`config.mk`:
```
export PLATFORM = sky130hd
export DESIGN_NAME = btb_update_ctrl
export DESIGN_NICKNAME = d
export VERILOG_FILES = /design/src/rtl/btb_update_ctrl.sv
export SDC_FILE = /design/constraint.sdc
export NUM_CORES = 1
export LEC_CHECK = 0
export ABC_AREA = 1
export BUFFER_PORTS_ARGS = -buffer_cell sky130_fd_sc_hd__buf_2
export CORE_MARGIN = 2
export CORE_UTILIZATION = 53
export DETAILED_ROUTE_END_ITERATION = 10
export PLACE_DENSITY = 0.75
export RECOVER_POWER = 25
export SETUP_SLACK_MARGIN = 0.5
export SKIP_LAST_GASP = 1
export SLEW_MARGIN = 15
export SYNTH_ARGS = -nofsm -noshare
export SYNTH_HDL_FRONTEND = slang
export SYNTH_SLANG_ARGS = --single-unit
```
`constraint.sdc`:
```
create_clock -name clk -period 4 [get_ports clk]
set_input_delay 0.2 -clock clk [delete_from_list [all_inputs] [get_ports clk]]
set_output_delay 0.2 -clock clk [all_outputs]
set_load 0.01 [all_outputs]
```
`src/rtl/btb_update_ctrl.sv`:
```
// Branch-target-buffer update controller: buffers resolved branches, flags
// mispredictions and sequences 2-bit counter updates into the branch table.
module btb_update_ctrl #(
  parameter int FIFO_DEPTH = 4
) (
  input  logic        clk,
  input  logic        rst,
  input  logic        res_valid,
  output logic        res_ready,
  input  logic [31:0] res_pc4,
  input  logic        res_taken,
  input  logic [31:0] res_target,
  input  logic        res_hit,
  input  logic        res_pred,
  output logic        wrt,
  output logic        wrp,
  output logic [31:0] PC4d,
  output logic [31:0] BdestIN,
  output logic        Pin,
  output logic        mispredict,
  output logic [31:0] redirect,
  output logic        busy
);

  localparam int AW = $clog2(FIFO_DEPTH);
  localparam logic [AW:0] DEPTH_C = (AW + 1)'(FIFO_DEPTH);

  typedef enum logic [1:0] {
    IDLE  = 2'd0,
    CALC  = 2'd1,
    WRITE = 2'd2
  } state_e;

  state_e        state_q;

  logic [31:0]   fifoPc4_q    [FIFO_DEPTH];
  logic [31:0]   fifoTarget_q [FIFO_DEPTH];
  logic          fifoTaken_q  [FIFO_DEPTH];
  logic          fifoHit_q    [FIFO_DEPTH];
  logic [AW-1:0] rdPtr_q;
  logic [AW-1:0] wrPtr_q;
  logic [AW:0]   count_q;

  logic [31:0]   workPc4_q;
  logic [31:0]   workTarget_q;
  logic          workTaken_q;
  logic          workHit_q;

  logic [1:0]    cnt_q [16];
  logic [1:0]    newCnt_q;
  logic          cntWrite_q;

  logic          wrt_q;
  logic          wrp_q;
  logic          pin_q;
  logic [31:0]   pc4d_q;
  logic [31:0]   bdest_q;
  logic          mispredict_q;
  logic [31:0]   redirect_q;

  logic          fifoEmpty;
  logic          fifoFull;
  logic          push;
  logic          pop;
  logic [3:0]    workIdx;
  logic [1:0]    oldCnt;
  logic [1:0]    calcCnt_d;
  logic          calcWrite_d;

  assign fifoEmpty = (count_q == '0);
  assign fifoFull  = (count_q == DEPTH_C);
  assign res_ready = !fifoFull;
  assign push      = res_valid && !fifoFull;
  assign pop       = !fifoEmpty && ((state_q == IDLE) || (state_q == WRITE));
  assign busy      = (state_q != IDLE) || !fifoEmpty;

  assign wrt        = wrt_q;
  assign wrp        = wrp_q;
  assign Pin        = pin_q;
  assign PC4d       = pc4d_q;
  assign BdestIN    = bdest_q;
  assign mispredict = mispredict_q;
  assign redirect   = redirect_q;

  assign workIdx = workPc4_q[5:2];
  assign oldCnt  = cnt_q[workIdx];

  // Counter policy: hits train up/down with saturation, a taken miss allocates
  // as weakly-taken, and a not-taken miss leaves the table untouched.
  always_comb begin
    calcCnt_d   = oldCnt;
    calcWrite_d = workHit_q || workTaken_q;
    if (workHit_q) begin
      if (workTaken_q) begin
        calcCnt_d = (oldCnt == 2'd3) ? 2'd3 : oldCnt + 2'd1;
      end else begin
        calcCnt_d = (oldCnt == 2'd0) ? 2'd0 : oldCnt - 2'd1;
      end
    end else if (workTaken_q) begin
      calcCnt_d = 2'd2;
    end
  end

  always_ff @(posedge clk) begin
    if (push) begin
      fifoPc4_q[wrPtr_q]    <= res_pc4;
      fifoTarget_q[wrPtr_q] <= res_target;
      fifoTaken_q[wrPtr_q]  <= res_taken;
      fifoHit_q[wrPtr_q]    <= res_hit;
    end
  end

  always_ff @(posedge clk) begin
    if (rst) begin
      rdPtr_q <= '0;
      wrPtr_q <= '0;
      count_q <= '0;
    end else begin
      if (push) begin
        wrPtr_q <= wrPtr_q + 1'b1;
      end
      if (pop) begin
        rdPtr_q <= rdPtr_q + 1'b1;
      end
      count_q <= count_q + {{AW{1'b0}}, push} - {{AW{1'b0}}, pop};
    end
  end

  // Misprediction is judged at acceptance so the flush never waits on the queue.
  always_ff @(posedge clk) begin
    if (rst) begin
      mispredict_q <= 1'b0;
      redirect_q   <= '0;
    end else begin
      mispredict_q <= push && ((res_hit && res_pred) != res_taken);
      if (push) begin
        redirect_q <= res_taken ? res_target : res_pc4;
      end
    end
  end

  always_ff @(posedge clk) begin
    if (rst) begin
      state_q      <= IDLE;
      workPc4_q    <= '0;
      workTarget_q <= '0;
      workTaken_q  <= 1'b0;
      workHit_q    <= 1'b0;
      newCnt_q     <= '0;
      cntWrite_q   <= 1'b0;
      wrt_q        <= 1'b0;
      wrp_q        <= 1'b0;
      pin_q        <= 1'b0;
      pc4d_q       <= '0;
      bdest_q      <= '0;
      for (int i = 0; i < 16; i++) begin
        cnt_q[i] <= 2'b01;
      end
    end else begin
      wrt_q <= 1'b0;
      wrp_q <= 1'b0;
      case (state_q)
        IDLE: begin
          if (pop) begin
            workPc4_q    <= fifoPc4_q[rdPtr_q];
            workTarget_q <= fifoTarget_q[rdPtr_q];
            workTaken_q  <= fifoTaken_q[rdPtr_q];
            workHit_q    <= fifoHit_q[rdPtr_q];
            state_q      <= CALC;
          end
        end
        CALC: begin
          newCnt_q   <= calcCnt_d;
          cntWrite_q <= calcWrite_d;
          wrp_q      <= calcWrite_d;
          wrt_q      <= workTaken_q;
          if (calcWrite_d) begin
            pin_q   <= calcCnt_d[1];
            pc4d_q  <= workPc4_q;
            bdest_q <= workTarget_q;
          end
          state_q <= WRITE;
        end
        WRITE: begin
          // Committing here keeps the next CALC reading the fresh value.
          if (cntWrite_q) begin
            cnt_q[workIdx] <= newCnt_q;
          end
          if (pop) begin
            workPc4_q    <= fifoPc4_q[rdPtr_q];
            workTarget_q <= fifoTarget_q[rdPtr_q];
            workTaken_q  <= fifoTaken_q[rdPtr_q];
            workHit_q    <= fifoHit_q[rdPtr_q];
            state_q      <= CALC;
          end else begin
            state_q <= IDLE;
          end
        end
        default: state_q <= IDLE;
      endcase
    end
  end

endmodule

```
==> results by group, run 1 <==
STA
  – Layout Skew: 0.01785 ns
  – Slew @ Worst Pin: 1.090 ns
  – Final Hold Slack: 0.3121 ns
  – Max-slew violation count: 0
  – Setup TNS: 0 ns
  – RSZ-0062 raised after global routing: no
  – Minimum clock period: 2.563 ns
  – Hold Vio Cnt, Final: 0
  – Relative slew slack: 0.2731
  – Fin crit share: 0.6407
  – # setup viols final: 0
  – Peak Freq: 0.3902 GHz

CTS
  – CTS resizes: 0
  – Post-CTS Repair Setup Buffers: 0
  – Clk root buf: clkbuf_16
  – Total CTS buffers: 47
  – # hold bufs at CTS: 67
  – Clock sink total: 474
  – Clock Latency Late Sink: 0.55 ns
  – H-tree depth: 2
  – Worst-case clock buffer depth: 3
  – Clock slew at reported path FFs: 0.06 ns
  – TritonCTS clock tree: done

Global routing
  – GRT Util Overall: 0.2409
  – Largest net degree at the start of global routing: 97
  – Initial antenna violation count: 2
  – Total gr overflow: 0
  – Vias in the first global route: 12,740
  – First-pass GRT wire length: 67,300 um

Worst setup path
  – CP Capture Type: flop
  – Flop2flop setup slack: 1.44 ns
  – Setup CP Type: reg -> reg
  – Crit path required time: 4.38 ns
  – Crit path DAT: 2.94 ns
  – Setup crit start kind: flop
  – Crit-path max FO: 96

Detailed routing
  – DR WL/cell: 17.75 um
  – Vias post-DR: 13,090
  – Number of DRC markers in iteration 0: 919
  – Via density: 5.432
  – Antenna viol nets, final: 0
  – DRC: 0
  – Pre-antenna DRT Iters: 5
  – Final wirelength: 42,760 um

Final layout
  – Final layout net count: 1,999
  – Number of fill cells: 2,697
  – Share of cells above drive strength 1: 0.1138
  – Synthesis-to-layout area growth: 17.48%
  – Util after Layout: 0.6321

Min path
  – Hold Path Class: in -> reg

Synthesis
  – Yosys warns: 0
  – Synthesized cell area: 18,040 sq um
  – Yosys top cell area share: 0.4926
  – Syn Area/Cell: 10.44 sq um
  – Synth area leader: edfxtp_1
  – Sequential area share after synthesis: 0.6902
  – Mapped Nets: 1,805
  – Area contributors post-synth: edfxtp_1, dfxtp_1, nor2_1
  – Synth Register Bits: 474
  – Synth cell types: 29
  – Gate Count Post-Synth: 1,728

Pwr
  – Worst supply voltage drop on vdd: 366.6 uV
  – Overall Power: 14.18 mW
  – Leakage: 8.167 nW
  – Pwr dens: 669.2 nW/um^2

Placed design
  – I/O Buffers: 171
  – Routability Congestion: 0.8100
  – DP HPWL: 24,620 um

Floorplanning
  – Die height: 188.5 um
  – IO Count: 172
  – Die area: 35,530 sq um
  – Core Area: 33,530 sq um
  – Die Wd: 188.5 um
  – Row count: 67
  – Initial core utilization: 0.5381

Status
  – Outcome: finished, final reports clean

Flow run
  – Max-cap violations: 0
## per-layer routing
layer / up-vias / track usage / wire (um)
met2: 425 / 0.4147 / 20980
met3: 89 / 0.03837 / 2708
met4: 0 / 0.08504 / 1293
li1: 6295 / - / -
met1: 6276 / 0.3107 / 17780
met5: - / 0 / 0
## final timing paths
| kind | startpoint | endpoint | cells after the start |
|---|---|---|---|
| worst max-delay path | count_q[1] | rdPtr_q[1] | 9 |
| worst min-delay path | res_valid | mispredict | 3 |
| worst max register to register | count_q[1] | rdPtr_q[1] | 9 |
| worst min register to register | workTarget_q[23] | BdestIN[23] | 2 |
## cell type report
cell class | instances | area, sq um | area share
sequential | 474 | 12460 | 0.5877
clock buffer | 64 | 1270 | 0.05992
timing repair buffer | 256 | 1605 | 0.07574
clock inverter | 22 | 187.7 | 0.008855
multi-input combinational | 1063 | 4800 | 0.2264
tap | 448 | 560.5 | 0.02645
inverter | 80 | 310.3 | 0.01464
antenna | 2 | 5.005 | 0.0002361
## power by group
group          total, mW  internal [mW]  switching [mW]
clock network       4.18           2.42            1.76
registers           6.50           6.03           0.470
logic               3.50           1.08            2.42
total               14.2           9.53            4.66
## state kept, by name, summed over array words and instances, names as in the netlist, 32 cells and up
| register | cells |
|---|---|
| PC4d | 32 |
| BdestIN | 32 |
| fifoPc4_q | 128 |
| fifoTarget_q | 128 |
| workPc4_q | 32 |
| cnt_q | 32 |
| redirect | 32 |
| workTarget_q | 32 |
## placed cells by master, fill, tap and decap left out, types with 2 or more instances in the layout
cell type	count
inv_6	2
clkbuf_1	69
a21oi_1	75
buf_2	116
nand2_2	4
nor2_4	7
xnor2_1	2
nand2_1	122
nor3_2	2
o21ai_1	6
dlygate4sd3_1	67
dfxtp_1	176
diode_2	2
inv_1	71
inv_2	4
clkinv_1	8
nand3_1	5
clkinv_2	11
clkbuf_8	3
nor3_1	3
nor2_1	464
clkbuf_16	47
a31oi_1	66
edfxtp_1	296
o21ai_0	297
clkinv_4	2
bufinv_16	3
ha_1	6
buf_4	17
## worst max-delay path, cell delays in order, from the launching register on
cell and delay [ns]:
dfxtp_1 0.39, nor3_1 0.12, nor2_4 0.10, buf_4 0.36, buf_4 0.76, inv_1 0.14, nor2_1 0.17, inv_1 0.07
o21ai_0 0.14, a21oi_1 0.06
## logic make-up after synthesis
| logic type | after synthesis | synth area share |
|---|---|---|
| AO/OA/AOI/OAI | 445 | 0.1281 |
| adder cells (fa/ha/maj) | 7 | 0.005270 |
| AND/OR/NAND/NOR | 609 | 0.1297 |
| flip-flops | 474 | 0.6902 |
| buffers and inverters | 191 | 0.04577 |
| XOR/XNOR | 2 | 0.0009711 |
## cells in the mapped netlist
master and n:
o21ai_0 297, clkbuf_1 63, buf_4 9, nand2_1 122
nor3_2 2, inv_1 71, dfxtp_1 178, clkinv_1 1
buf_1 4, nand4_1 1, buf_6 4, fa_1 1
ha_1 6, nand2_2 4, inv_6 1, buf_2 31
nand3_1 5, a31oi_1 66, nor2_2 2, o21ai_1 6
a21oi_1 75, o22ai_1 1, nor2_4 2, clkinv_2 1
edfxtp_1 296, nor2_1 468, xnor2_1 2, nor3_1 3
inv_2 6
## metrics by stage
step           cells  setup WS [ns]  instance area, sq um
2_1_floorplan   1728       -0.06686                 18040
6_report        2409          1.437                 21200
3_3_place_gp    2254          1.470                 19130
3_5_place_dp    2254          1.479                 19130
4_1_cts         2407          1.460                 21260
5_1_grt         2409          1.141                 21200
(Power assumes the default switching activity.)
==> inputs of run 2 (changes only) <==
- ABC_AREA: 1 -> 0
- clock period: 4 -> 2.1 ns (I/O delays scaled with it)
==> run 2 against run 1 <==
  * Wire length is 4.7% lower
  * Final cell count is 16% lower
  * Sequential cell count stayed put
  * Register-to-register slack worse by 1.4 ns
  * Hold slack worse by 0.22 ns
  * Area after synthesis is 2.2% lower
  * Utilization is 4.1 points higher
  * Clock power is 94% higher
  * Via count is 14% lower
  * Highest routed layer unchanged
==> results by group, run 2 <==
Final layout
  – Largest regs: fifoPc4_q: 128 flops, fifoTarget_q: 128 flops
  – Number of fill cells: 2,243 (-17%)
  – Synthesis-to-layout area growth: 24.51%
  – Finished Layout Cells: 2,024 (-16%)
  – Share of cells above drive strength 1: 0.2566 (+0.1428)
  – Most frequent cells in the layout: edfxtp_1, nand2_1, dfxtp_1
  – Commonest non-fill, non-tap cell in the layout: edfxtp_1
  – Fin area: 21,970 sq um (+3.6%)
  – Ant. Diodes: 0 (-2)
  – Final layout net count: 1,621 (-19%)

CTS
  – TritonCTS clock tree: done
  – Clock slew at reported path FFs: 0.06 ns (about the same)
  – Total CTS buffers: 46 (-2.1%)
  – H-tree depth: 2 (unchanged)
  – Clk root buf: clkbuf_16
  – Clock sink total: 474 (unchanged)
  – Clock Latency Late Sink: 0.55 ns (about the same)
  – Worst-case clock buffer depth: 3 (unchanged)

Placed design
  – DP HPWL: 23,390 um (-5.0%)
  – Setup WS pre-CTS: -0.007762 ns (-1.487 ns)
  – Routability Congestion: 0.8433 (+4.1%)
  – Placed cell count: 1,841 (-18%)
  – I/O Buffers: 171 (unchanged)
  – Placed Area: 19,310 sq um (+0.96%)

Floorplanning
  – Die area: 34,760 sq um (-2.2%)
  – Die height: 186.4 um (-1.1%)
  – Die Wd: 186.4 um (-1.1%)
  – Row count: 66 (-1.5%)
  – Initial core utilization: 0.5409 (+0.002792)
  – IO Count: 172 (unchanged)
  – Core Area: 32,620 sq um (-2.7%)

Detailed routing
  – DR WL met3: 2561 um (-5.4%)
  – Vias post-DR: 11,300 (-14%)
  – Met1 Wirelength: 16,450 um (-7.4%)
  – Antenna viol nets, final: 0 (unchanged)
  – DRC: 0 (unchanged)
  – Uppermost routed layer: met4
  – Pre-antenna DRT Iters: 5 (unchanged)
  – Met2 Wirelength: 20,570 um (-2.0%)
  – DR WL/cell: 20.13 um (+13%)
  – Via density: 5.582 (+2.8%)
  – Final wirelength: 40,730 um (-4.7%)
  – Number of DRC markers in iteration 0: 770 (-16%)

STA
  – # setup viols final: 0 (unchanged)
  – Max-slew violation count: 0 (unchanged)
  – Minimum clock period: 2.093 ns (-0.4696 ns)
  – Hold Vio Cnt, Final: 0 (unchanged)
  – Final WS setup: 0.006630 ns (-1.430 ns)
  – Relative slew slack: 0.02616 (-0.2469)
  – RSZ-0062 raised after global routing: yes
  – Peak Freq: 0.4777 GHz (+22%)
  – Fin crit share: 0.9968 (+0.3561)
  – Slew @ Worst Pin: 1.461 ns (+0.3704 ns)
  – Layout Skew: 0.009281 ns (-0.008571 ns)

Global routing
  – Initial antenna violation count: 0 (-2)
  – First-pass GRT wire length: 63,140 um (-6.2%)
  – Largest net degree at the start of global routing: 73 (-25%)
  – GRT Util Overall: 0.2306 (-0.01038)
  – Total gr overflow: 0 (unchanged)
  – Vias in the first global route: 11,510 (-9.6%)

Synthesis
  – Synthesized cell area: 17,640 sq um (-2.2%)
  – Synth cell types: 32 (+10%)
  – Sequential area share after synthesis: 0.7058 (+0.01566)
  – Synth Register Bits: 474 (unchanged)
  – Mapped Nets: 1,355 (-25%)
  – Synth Flop Type: edfxtp_1
  – Yosys warns: 0 (unchanged)
  – Synth area leader: edfxtp_1
  – Area contributors post-synth: edfxtp_1, dfxtp_1, mux4_2
  – Number of synthesized flops with an enable pin: 296 (unchanged)
  – Synth cell count leaders: edfxtp_1, nand2_1, dfxtp_1
  – Most frequent cell after synthesis: edfxtp_1
  – Syn Area/Cell: 13.80 sq um (+32%)
  – Yosys top cell area share: 0.5038 (+0.01118)
  – Gate Count Post-Synth: 1,278 (-26%)
  – Asr flop ratio synth: 0 (unchanged)

Worst setup path
  – Setup CP Type: reg -> reg
  – Setup crit start kind: flop
  – Crit path required time: 2.52 ns (-1.86 ns)
  – CP Capture Type: flop
  – Crit path DAT: 2.51 ns (-0.43 ns)
  – Crit-path max FO: 11 (-89%)

Pwr
  – Worst supply voltage drop on vdd: 819.4 uV (+120%)
  – Leakage: 7.797 nW (-4.5%)
  – Overall Power: 26.50 mW (+87%)
  – Pwr dens: 1206 nW/um^2 (+80%)

Flow run
  – Max-cap violations: 0 (unchanged)

Status
  – Outcome: finished, final reports clean

Min path
  – Hold Path Class: in -> reg
run 2: cell families after synthesis:
logic type / count (synthesis) / share of synthesized area
XOR/XNOR: 6 / 0.002979
AO/OA/AOI/OAI: 182 / 0.05709
AND/OR/NAND/NOR: 401 / 0.09284
flip-flops: 474 / 0.7058
buffers and inverters: 101 / 0.02269
adder cells (fa/ha/maj): 8 / 0.005957
multiplexers: 106 / 0.1126
run 2: layer usage:
metal / up-vias / track usage
li1: 5161 / -
met2: 373 / 0.3949
met5: - / 0
met1: 5688 / 0.3042
met3: 76 / 0.03442
met4: 0 / 0.07723
run 2: final timing paths:
check / cells past startpoint / slack, ns / to / startpoint
worst max register to register: 6 / 0.007 / newCnt_q[0] / workPc4_q[4]
worst max-delay path: 6 / 0.007 / newCnt_q[0] / workPc4_q[4]
worst min register to register: 2 / 0.45 / BdestIN[29] / workTarget_q[29]
worst min-delay path: 2 / 0.1 / fifoHit_q[3] / res_valid
run 2: cell type report:
cell class                      count  area, sq um  share of cell area
Clock buffer                       73         1374             0.06254
Clock inverter                     13        138.9            0.006323
Inverter                           11        46.29            0.002108
Multi-Input combinational cell    703         5140              0.2340
Sequential cell                   474        12480              0.5680
Tap cell                          442        553.0             0.02518
Timing Repair Buffer              308         2237              0.1018
run 2: stage by stage:
| stage | utilization | hold slack [ns] | TNS, ns |
|---|---|---|---|
| floorplan | - | 0.2039 | -0.1041 |
| global placement | 0.5921 | 0.3341 | 0 |
| detailed placement | 0.5921 | 0.3406 | -0.007762 |
| CTS | 0.6659 | 0.08064 | 0 |
| global route | 0.6734 | 0.08963 | -0.1309 |
| finish | 0.6734 | 0.09577 | 0 |
run 2: report_power, final:
group / switching (mW) / total (mW) / internal (mW)
Clock: 3.36 / 8.12 / 4.76
Combinational: 3.59 / 6.26 / 2.67
Sequential: 0.819 / 12.1 / 11.3
run 2: worst max-delay path: stages, from the launching register on:
cell and delay (ns):
dfxtp_1 0.65, and2_2 0.41, a22o_1 0.23, or2_1 0.15, buf_4 0.12, nor3_1 0.04, or3b_1 0.36
run 2: repair_timing:
item,in CTS,in global routing
hold buffers,66,0
pin swaps,14,9
gates resized for setup,31,63
cloned,0,1
hold endpoints to repair,293,0
endpoints found under the setup margin,240,227
buffers inserted,17,13
